===== src/rtl/awb_gain_pkg.sv =====
// Shared ISP definitions for the white-balance block: gain format, sum widths, FSM states.
// Also holds the gain clamp and pixel scale/saturate helpers used by the datapath.
package awb_gain_pkg;

    localparam int GAIN_W    = 12;
    localparam int GAIN_FRAC = 8;
    localparam logic [GAIN_W-1:0] GAIN_UNITY = 12'h100;
    localparam logic [GAIN_W-1:0] GAIN_MAX   = 12'hFFF;
    localparam int SUM_W     = 28;
    localparam int PIX_W     = 8;
    localparam int DIVD_W    = SUM_W + GAIN_FRAC;
    localparam int PROD_W    = PIX_W + GAIN_W;

    typedef enum logic [1:0] {
        IDLE  = 2'd0,
        DIV_R = 2'd1,
        DIV_B = 2'd2,
        DONE  = 2'd3
    } awb_state_t;

    // A channel with no energy has no meaningful ratio, so it keeps unity gain.
    function automatic logic [GAIN_W-1:0] clamp_gain(input logic [DIVD_W-1:0] quo,
                                                     input logic              div_zero);
        if (div_zero) begin
            return GAIN_UNITY;
        end
        if (|quo[DIVD_W-1:GAIN_W]) begin
            return GAIN_MAX;
        end
        return quo[GAIN_W-1:0];
    endfunction

    function automatic logic [PIX_W-1:0] scale_pix(input logic [PROD_W-1:0] prod);
        logic [PROD_W-1:0] sh;
        sh = prod >> GAIN_FRAC;
        if (|sh[PROD_W-1:PIX_W]) begin
            return {PIX_W{1'b1}};
        end
        return sh[PIX_W-1:0];
    endfunction

endpackage


===== src/rtl/awb_div.sv =====
// Restoring divider, one quotient bit per cycle; done pulses 37 cycles after start.
// No backpressure: a start while busy restarts the division with the new operands.
module awb_div
    import awb_gain_pkg::*;
(
    input  logic              clk,
    input  logic              reset,
    input  logic              start,
    input  logic [DIVD_W-1:0] dividend,
    input  logic [SUM_W-1:0]  divisor,
    output logic              done,
    output logic [DIVD_W-1:0] quotient
);

    localparam int CNT_W = $clog2(DIVD_W);
    localparam logic [CNT_W-1:0] LAST = CNT_W'(DIVD_W - 1);

    logic [DIVD_W-1:0] quo_q, quo_d;
    logic [SUM_W-1:0]  rem_q, rem_d, dvs_q;
    logic [CNT_W-1:0]  cnt_q;
    logic              busy_q, done_q;
    logic [SUM_W:0]    shifted, trial;

    always_comb begin
        shifted = {rem_q, quo_q[DIVD_W-1]};
        trial   = shifted - {1'b0, dvs_q};
        quo_d   = {quo_q[DIVD_W-2:0], 1'b0};
        rem_d   = shifted[SUM_W-1:0];
        // No borrow means the divisor fits into the partial remainder.
        if (!trial[SUM_W]) begin
            quo_d[0] = 1'b1;
            rem_d    = trial[SUM_W-1:0];
        end
    end

    always_ff @(posedge clk or posedge reset) begin
        if (reset) begin
            quo_q  <= '0;
            rem_q  <= '0;
            dvs_q  <= '0;
            cnt_q  <= '0;
            busy_q <= 1'b0;
            done_q <= 1'b0;
        end else begin
            done_q <= 1'b0;
            if (start) begin
                quo_q  <= dividend;
                rem_q  <= '0;
                dvs_q  <= divisor;
                cnt_q  <= '0;
                busy_q <= 1'b1;
            end else if (busy_q) begin
                quo_q <= quo_d;
                rem_q <= rem_d;
                cnt_q <= cnt_q + CNT_W'(1);
                if (cnt_q == LAST) begin
                    busy_q <= 1'b0;
                    done_q <= 1'b1;
                end
            end
        end
    end

    assign done     = done_q;
    assign quotient = quo_q;

endmodule


===== src/rtl/awb_gain.sv =====
// Auto white balance: measures G/R and G/B per frame and applies the gains from the next frame on.
// Pixel path latency 2 cycles; no backpressure, a pixel is accepted every cycle.
module awb_gain
    import awb_gain_pkg::*;
#(
    parameter int source_h = 512,
    parameter int source_v = 512
) (
    input  logic              clk,
    input  logic              reset,
    input  logic              awb_en,
    input  logic              in_vsync,
    input  logic              in_hsync,
    input  logic              in_den,
    input  logic [PIX_W-1:0]  in_data_R,
    input  logic [PIX_W-1:0]  in_data_G,
    input  logic [PIX_W-1:0]  in_data_B,
    output logic              out_vsync,
    output logic              out_hsync,
    output logic              out_den,
    output logic [PIX_W-1:0]  out_data_R,
    output logic [PIX_W-1:0]  out_data_G,
    output logic [PIX_W-1:0]  out_data_B,
    output logic [GAIN_W-1:0] gain_R,
    output logic [GAIN_W-1:0] gain_B
);

    localparam longint FRAME_MAX    = longint'(source_h) * longint'(source_v) * 255;
    localparam bit     SUM_CAN_WRAP = FRAME_MAX >= (longint'(1) << SUM_W);

    // Oversized frames pin the sum at full scale instead of wrapping to a tiny value.
    function automatic logic [SUM_W-1:0] acc(input logic [SUM_W-1:0] sum,
                                             input logic [PIX_W-1:0] pix);
        logic [SUM_W:0] s;
        s = {1'b0, sum} + {{(SUM_W-PIX_W+1){1'b0}}, pix};
        if (SUM_CAN_WRAP && s[SUM_W]) begin
            return {SUM_W{1'b1}};
        end
        return s[SUM_W-1:0];
    endfunction

    logic              vs_q, rise, fall;
    logic [SUM_W-1:0]  sum_r_q, sum_g_q, sum_b_q;
    logic [SUM_W-1:0]  sum_r_d, sum_g_d, sum_b_d;
    logic [SUM_W-1:0]  snap_r_q, snap_g_q, snap_b_q;
    awb_state_t        state_q, state_d;
    logic              start_q, start_d;
    logic              div_done;
    logic [DIVD_W-1:0] div_quo;
    logic [SUM_W-1:0]  div_divisor;
    logic [GAIN_W-1:0] pend_r_q, pend_b_q, gain_r_q, gain_b_q;
    logic              pend_vld_q;
    logic [GAIN_W-1:0] geff_r, geff_b;
    logic [PROD_W-1:0] prod_r_q, prod_g_q, prod_b_q;
    logic [PIX_W-1:0]  pix_r_q, pix_g_q, pix_b_q;
    logic [2:0]        tim1_q, tim2_q;

    assign rise = in_vsync & ~vs_q;
    assign fall = ~in_vsync & vs_q;

    always_comb begin
        sum_r_d = rise ? '0 : sum_r_q;
        sum_g_d = rise ? '0 : sum_g_q;
        sum_b_d = rise ? '0 : sum_b_q;
        if (in_vsync && in_den) begin
            sum_r_d = acc(sum_r_d, in_data_R);
            sum_g_d = acc(sum_g_d, in_data_G);
            sum_b_d = acc(sum_b_d, in_data_B);
        end
    end

    always_ff @(posedge clk or posedge reset) begin
        if (reset) begin
            vs_q     <= 1'b0;
            sum_r_q  <= '0;
            sum_g_q  <= '0;
            sum_b_q  <= '0;
            snap_r_q <= '0;
            snap_g_q <= '0;
            snap_b_q <= '0;
        end else begin
            vs_q    <= in_vsync;
            sum_r_q <= sum_r_d;
            sum_g_q <= sum_g_d;
            sum_b_q <= sum_b_d;
            // Snapshots stay frozen while a computation is using them.
            if (fall && state_q == IDLE) begin
                snap_r_q <= sum_r_q;
                snap_g_q <= sum_g_q;
                snap_b_q <= sum_b_q;
            end
        end
    end

    always_comb begin
        state_d = state_q;
        start_d = 1'b0;
        case (state_q)
            IDLE: begin
                if (fall) begin
                    state_d = DIV_R;
                    start_d = 1'b1;
                end
            end
            DIV_R: begin
                if (div_done) begin
                    state_d = DIV_B;
                    start_d = 1'b1;
                end
            end
            DIV_B: begin
                if (div_done) begin
                    state_d = DONE;
                end
            end
            DONE:    state_d = IDLE;
            default: state_d = IDLE;
        endcase
    end

    // start is registered so the divider loads operands after the snapshot has landed.
    always_ff @(posedge clk or posedge reset) begin
        if (reset) begin
            state_q <= IDLE;
            start_q <= 1'b0;
        end else begin
            state_q <= state_d;
            start_q <= start_d;
        end
    end

    assign div_divisor = (state_q == DIV_B) ? snap_b_q : snap_r_q;

    awb_div u_div (
        .clk      (clk),
        .reset    (reset),
        .start    (start_q),
        .dividend ({snap_g_q, {GAIN_FRAC{1'b0}}}),
        .divisor  (div_divisor),
        .done     (div_done),
        .quotient (div_quo)
    );

    always_ff @(posedge clk or posedge reset) begin
        if (reset) begin
            pend_r_q   <= GAIN_UNITY;
            pend_b_q   <= GAIN_UNITY;
            pend_vld_q <= 1'b0;
            gain_r_q   <= GAIN_UNITY;
            gain_b_q   <= GAIN_UNITY;
        end else begin
            if (state_q == DIV_R && div_done) begin
                pend_r_q <= clamp_gain(div_quo, snap_r_q == '0);
            end
            if (state_q == DIV_B && div_done) begin
                pend_b_q <= clamp_gain(div_quo, snap_b_q == '0);
            end
            if (rise && pend_vld_q) begin
                gain_r_q   <= pend_r_q;
                gain_b_q   <= pend_b_q;
                pend_vld_q <= 1'b0;
            end
            // A result finishing on a frame-start cycle waits for the next frame start.
            if (state_q == DONE) begin
                pend_vld_q <= 1'b1;
            end
        end
    end

    assign geff_r = awb_en ? gain_r_q : GAIN_UNITY;
    assign geff_b = awb_en ? gain_b_q : GAIN_UNITY;

    always_ff @(posedge clk or posedge reset) begin
        if (reset) begin
            prod_r_q <= '0;
            prod_g_q <= '0;
            prod_b_q <= '0;
            pix_r_q  <= '0;
            pix_g_q  <= '0;
            pix_b_q  <= '0;
            tim1_q   <= '0;
            tim2_q   <= '0;
        end else begin
            prod_r_q <= PROD_W'(in_data_R) * PROD_W'(geff_r);
            prod_g_q <= PROD_W'(in_data_G) * PROD_W'(GAIN_UNITY);
            prod_b_q <= PROD_W'(in_data_B) * PROD_W'(geff_b);
            pix_r_q  <= scale_pix(prod_r_q);
            pix_g_q  <= scale_pix(prod_g_q);
            pix_b_q  <= scale_pix(prod_b_q);
            tim1_q   <= {in_vsync, in_hsync, in_den};
            tim2_q   <= tim1_q;
        end
    end

    assign {out_vsync, out_hsync, out_den} = tim2_q;
    assign out_data_R = pix_r_q;
    assign out_data_G = pix_g_q;
    assign out_data_B = pix_b_q;
    assign gain_R     = gain_r_q;
    assign gain_B     = gain_b_q;

endmodule

===== config.mk =====
export PLATFORM = sky130hd
export DESIGN_NAME = awb_gain
export DESIGN_NICKNAME = d
export VERILOG_FILES = /design/src/rtl/awb_gain_pkg.sv /design/src/rtl/awb_div.sv /design/src/rtl/awb_gain.sv
export SDC_FILE = /design/constraint.sdc
export NUM_CORES = 1
export LEC_CHECK = 0
export CORE_MARGIN = 1.5
export CORE_UTILIZATION = 56
export CTS_CLUSTER_DIAMETER = 30
export CTS_CLUSTER_SIZE = 8
export DETAILED_ROUTE_END_ITERATION = 8
export PLACE_DENSITY = 0.87
export RECOVER_POWER = 25
export SLEW_MARGIN = 20
export SYNTH_ARGS = -nofsm -noshare
export SYNTH_HDL_FRONTEND = slang
export SYNTH_SLANG_ARGS = --single-unit

===== constraint.sdc =====
create_clock -name clk -period 12.6 [get_ports clk]
set_input_delay 2.52 -clock clk [delete_from_list [all_inputs] [get_ports clk]]
set_output_delay 2.52 -clock clk [all_outputs]
set_load 0.005 [all_outputs]

==> metrics.md <==
| Metric | Value |
|---|---|
| Die Height | 211 um |
| P_leak | 14.1 nW |
| 1st-pass router iterations | 7 |
| Fmax | 129 MHz |
| First-pass GRT wire length | 104000 um |
| Width of the chip | 211 um |
| Asr flop ratio synth | 100% |
| Internal power | 3.82 mW |
| Crit start category | input port |
| Worst Skew | 0.0261 ns |
| FF-to-FF End | u_div.rem_q[21]$_DFFE_PP0P_ |
| Worst EP required | 13.10 ns |
| Max Root-Sink Buffers | 3 |
| FP Rows | 75 |
| Sw power | 2.18 mW |
| Routed Antenna Nets | 0 |
| Largest net degree at the start of global routing | 88 |
| Overall routing resource usage | 29.0% |
| Via-to-Cell Ratio | 6.38 |
| Post-layout min period | 7.77 ns |
| Pwr dens | 215 nW/um2 |
| H-tree depth | 3 |
| Initial antenna violation count | 0 |
| Clock Power Share | 34.0% |
| Final max-slew violation count | 431 |
| CTS tree | yes |
| Total Wirelength | 63300 um |
| Area delta synth->final | 15.4% |
| Crit-path max FO | 87 |
| Layout cell share with drive strength beyond 1 | 10.3% |
| Outcome | finished with violations |
| MaxCap Viol Count | 8 |
| Peak supply drop | 0.000150 V |
| R2r worst-path depth | 4 |
| Initial Util | 57.2% |
| Sequential Power Share | 30.0% |
| Syn_area_per_cell | 9.91 um2 |
| Final hold vios | 0 |
| Fillers | 2856 |
| RR Startpoint | start_q$_DFF_PP0_ |
| Synthesized area | 24200 um2 |
| Number of I/O pins | 81 |
| Kind of critical path | input port to flop |
| Hold Path Sink | out_data_G[5]$_DFF_PP0_ |
| Critical path endpoint category | flop |
| Slew @ Worst Pin | 4.28 ns |
| Clock-pin slew on the worst setup and hold paths | 0.05 ns |
| Netlist cell types | 68 |
| Die area | 44400 um2 |
| Port bufs | 80 |
| Vias | 19600 |
| Iteration-0 DRC Markers | 2147 |
| Sw Ratio | 36.3% |
| Violated checks | max-capacitance violations, max-slew violations |
| Hold Path Class | flop to flop |
| #FFs+latches synth | 382 |
| Nets | 2769 |
| Core area | 42200 um2 |
| Comb pwr share | 36.0% |
| Total clock sinks | 382 |
| Hold depth | 0 |
| Grt total ovfl | 0 |
| Clk_lat worst skew | 0.60 ns |
| Number of antenna diodes | 0 |
| GP Congestion | 0.903 |
| Postcts setup bufs | 0 |
| RSZ-0062 raised after global routing | false |
| Setup slack, reg-to-reg | 6.81 ns |
| Hold_sp | prod_g_q[13]$_DFF_PP0_ |
| Relative slew slack | -185% |
| Post-synth EDFFs | 0 |
| Fin util | 66.0% |
| DR DRC count | 0 |
| Seq/Total Area, Yosys | 39.6% |
| Post-synth top flop | dfrtp_1 |
| CTS Root Cell | clkbuf_16 |
| Synth Warn # | 0 |
| Cell count after synthesis | 2438 |
| Crit share post-route | 61.7% |
| CP Launch Point | awb_en |
| Cts repair resizes | 0 |
| CTS buffer count | 77 |
| WP data arrival | 8.28 ns |
| Detail Placement HPWL | 39600 um |
| Vias in the first global route | 20300 |
| # hold bufs at CTS | 0 |
| Reg area | 9560 um2 |
| Wirelength per Cell | 20.6 um |
| Endpoints failing setup | 0 |
| Post-Syn Nets | 2721 |
| Multi-input gate area | 13300 um2 |
| Final TNS setup | 0 ns |
| DP Area | 25300 um2 |
| Post-route cell area | 27900 um2 |
## metrics by stage
| step | power [mW] | cells | setup WS [ns] | hold slack (ns) |
|---|---|---|---|---|
| 2_1_floorplan | 3.31 | 2438 | 4.95 | 0.331 |
| 3_3_place_gp | 3.73 | 2946 | 4.55 | 0.333 |
| 6_report | 6.00 | 3078 | 4.83 | 0.344 |
| 3_5_place_dp | 3.84 | 2946 | 4.32 | 0.336 |
| 4_1_cts | 5.95 | 3078 | 4.89 | 0.346 |
| 5_1_grt | 6.33 | 3078 | 4.55 | 0.347 |
## kinds of logic after synthesis
group	count (synthesis)	share of synthesized area (%)
AND/OR/NAND/NOR	776	16.5
multiplexers	191	8.44
XOR/XNOR	64	2.32
buffers and inverters	346	5.46
adder cells (fa/ha/maj)	253	16.9
AO/OA/AOI/OAI	426	10.8
flip-flops	382	39.6
## state kept, by name (all words and copies together), names as in the netlist, 28 cells and up
name and flops:
sum_r_q 28, sum_b_q 28, sum_g_q 28, snap_r_q 28, u_div.rem_q 28, snap_g_q 28, snap_b_q 28, u_div.dvs_q 28
u_div.quotient 36
## area by class of cell
| cell class | instances | share of cell area (%) |
|---|---|---|
| Clock inverter | 33 | 1.54 |
| Timing Repair Buffer | 96 | 3.25 |
| Inverter | 219 | 2.95 |
| Tap cell | 539 | 2.42 |
| Multi-Input combinational cell | 1710 | 47.8 |
| Clock buffer | 99 | 7.76 |
| Sequential cell | 382 | 34.3 |
## cell usage after synthesis (all sizes together), types with 17 or more instances
cell    instances  area, um2
a21o           17        128
ha            131       1640
clkbuf        109        409
nand2b         50        313
dfrtp         378       9460
inv           218        818
nand4          30        188
nor3           20        100
nand3          82        415
nand2         183        687
a311oi         20        194
mux2          103       1160
o21ai         154        771
fa            122       2440
buf            18       88.8
nor2          128        480
or3            26        163
a21oi         128        641
xnor2          40        350
xor2           24        210
and3          158        993
and2           41        257
nor4           27        169
mux2i          88        881
## layer usage
layer / global-route usage (%) / vias to the layer above / share of wire, %
met5: 0 / - / 0
met4: 12.8 / 0 / 3.5
met3: 5.83 / 238 / 7.3
met2: 48.4 / 1016 / 50
met1: 36.7 / 9838 / 39
li1: - / 8556 / -
## worst max-delay path by stage
stage	slack (ns)	cells after the start	endpoint
global route	4.55	16	prod_b_q[19]$_DFF_PP0_
floorplan	4.95	1	gain_B[0]$_DFFE_PP0P_
detailed placement	4.32	16	prod_b_q[19]$_DFF_PP0_
global placement	4.55	16	prod_b_q[19]$_DFF_PP0_
CTS	4.89	16	prod_b_q[19]$_DFF_PP0_
finish	4.83	16	prod_b_q[19]$_DFF_PP0_
## critical path: stages
cell and delay (ns):
buf_4 0.50, buf_4 0.62, nand3_1 0.20, fa_1 0.55, fa_1 0.56, inv_1 0.06, fa_1 0.51, fa_1 0.50
ha_1 0.33, a2111o_1 0.44, o221a_2 0.27, o311ai_1 0.23, a21oi_1 0.21, a211o_1 0.33, a21oi_1 0.21, xnor2_1 0.15
## cell usage in the layout, fill, tap and decap left out, types with 7 or more instances in the layout
master,instances
dfrtp_1,378
inv_1,217
nand2_1,182
and3_1,157
o21ai_0,145
ha_1,131
nor2_1,128
a21oi_1,127
fa_1,122
mux2_2,103
mux2i_1,88
nand3_1,80
clkbuf_16,80
clkdlybuf4s50_1,67
nand2b_1,49
and2_1,41
xnor2_1,40
nand4_1,30
nor4_1,27
or3_1,26
xor2_1,24
nor3_1,20
a21o_1,17
a311oi_1,17
clkbuf_1,15
a211oi_1,13
o31ai_1,12
o211ai_1,12
dlygate4sd3_1,12
clkinv_2,10
buf_4,10
nor2b_1,9
o21a_1,9
o21ai_1,9
clkbuf_8,9
bufinv_16,8
clkinvlp_4,8
o21bai_1,7
o2111ai_1,7
## power by group through the flow
| stage | Clock [mW] | Sequential (mW) | Combinational, mW |
|---|---|---|---|
| after floorplan | 0 | 1.68 | 1.62 |
| after global placement | 0 | 1.77 | 1.96 |
| after detailed placement | 0 | 1.79 | 2.05 |
| after CTS | 2.06 | 1.78 | 2.11 |
| after global routing | 2.13 | 1.82 | 2.38 |
| final | 2.04 | 1.80 | 2.16 |
Power figures use the tool's default switching activity.
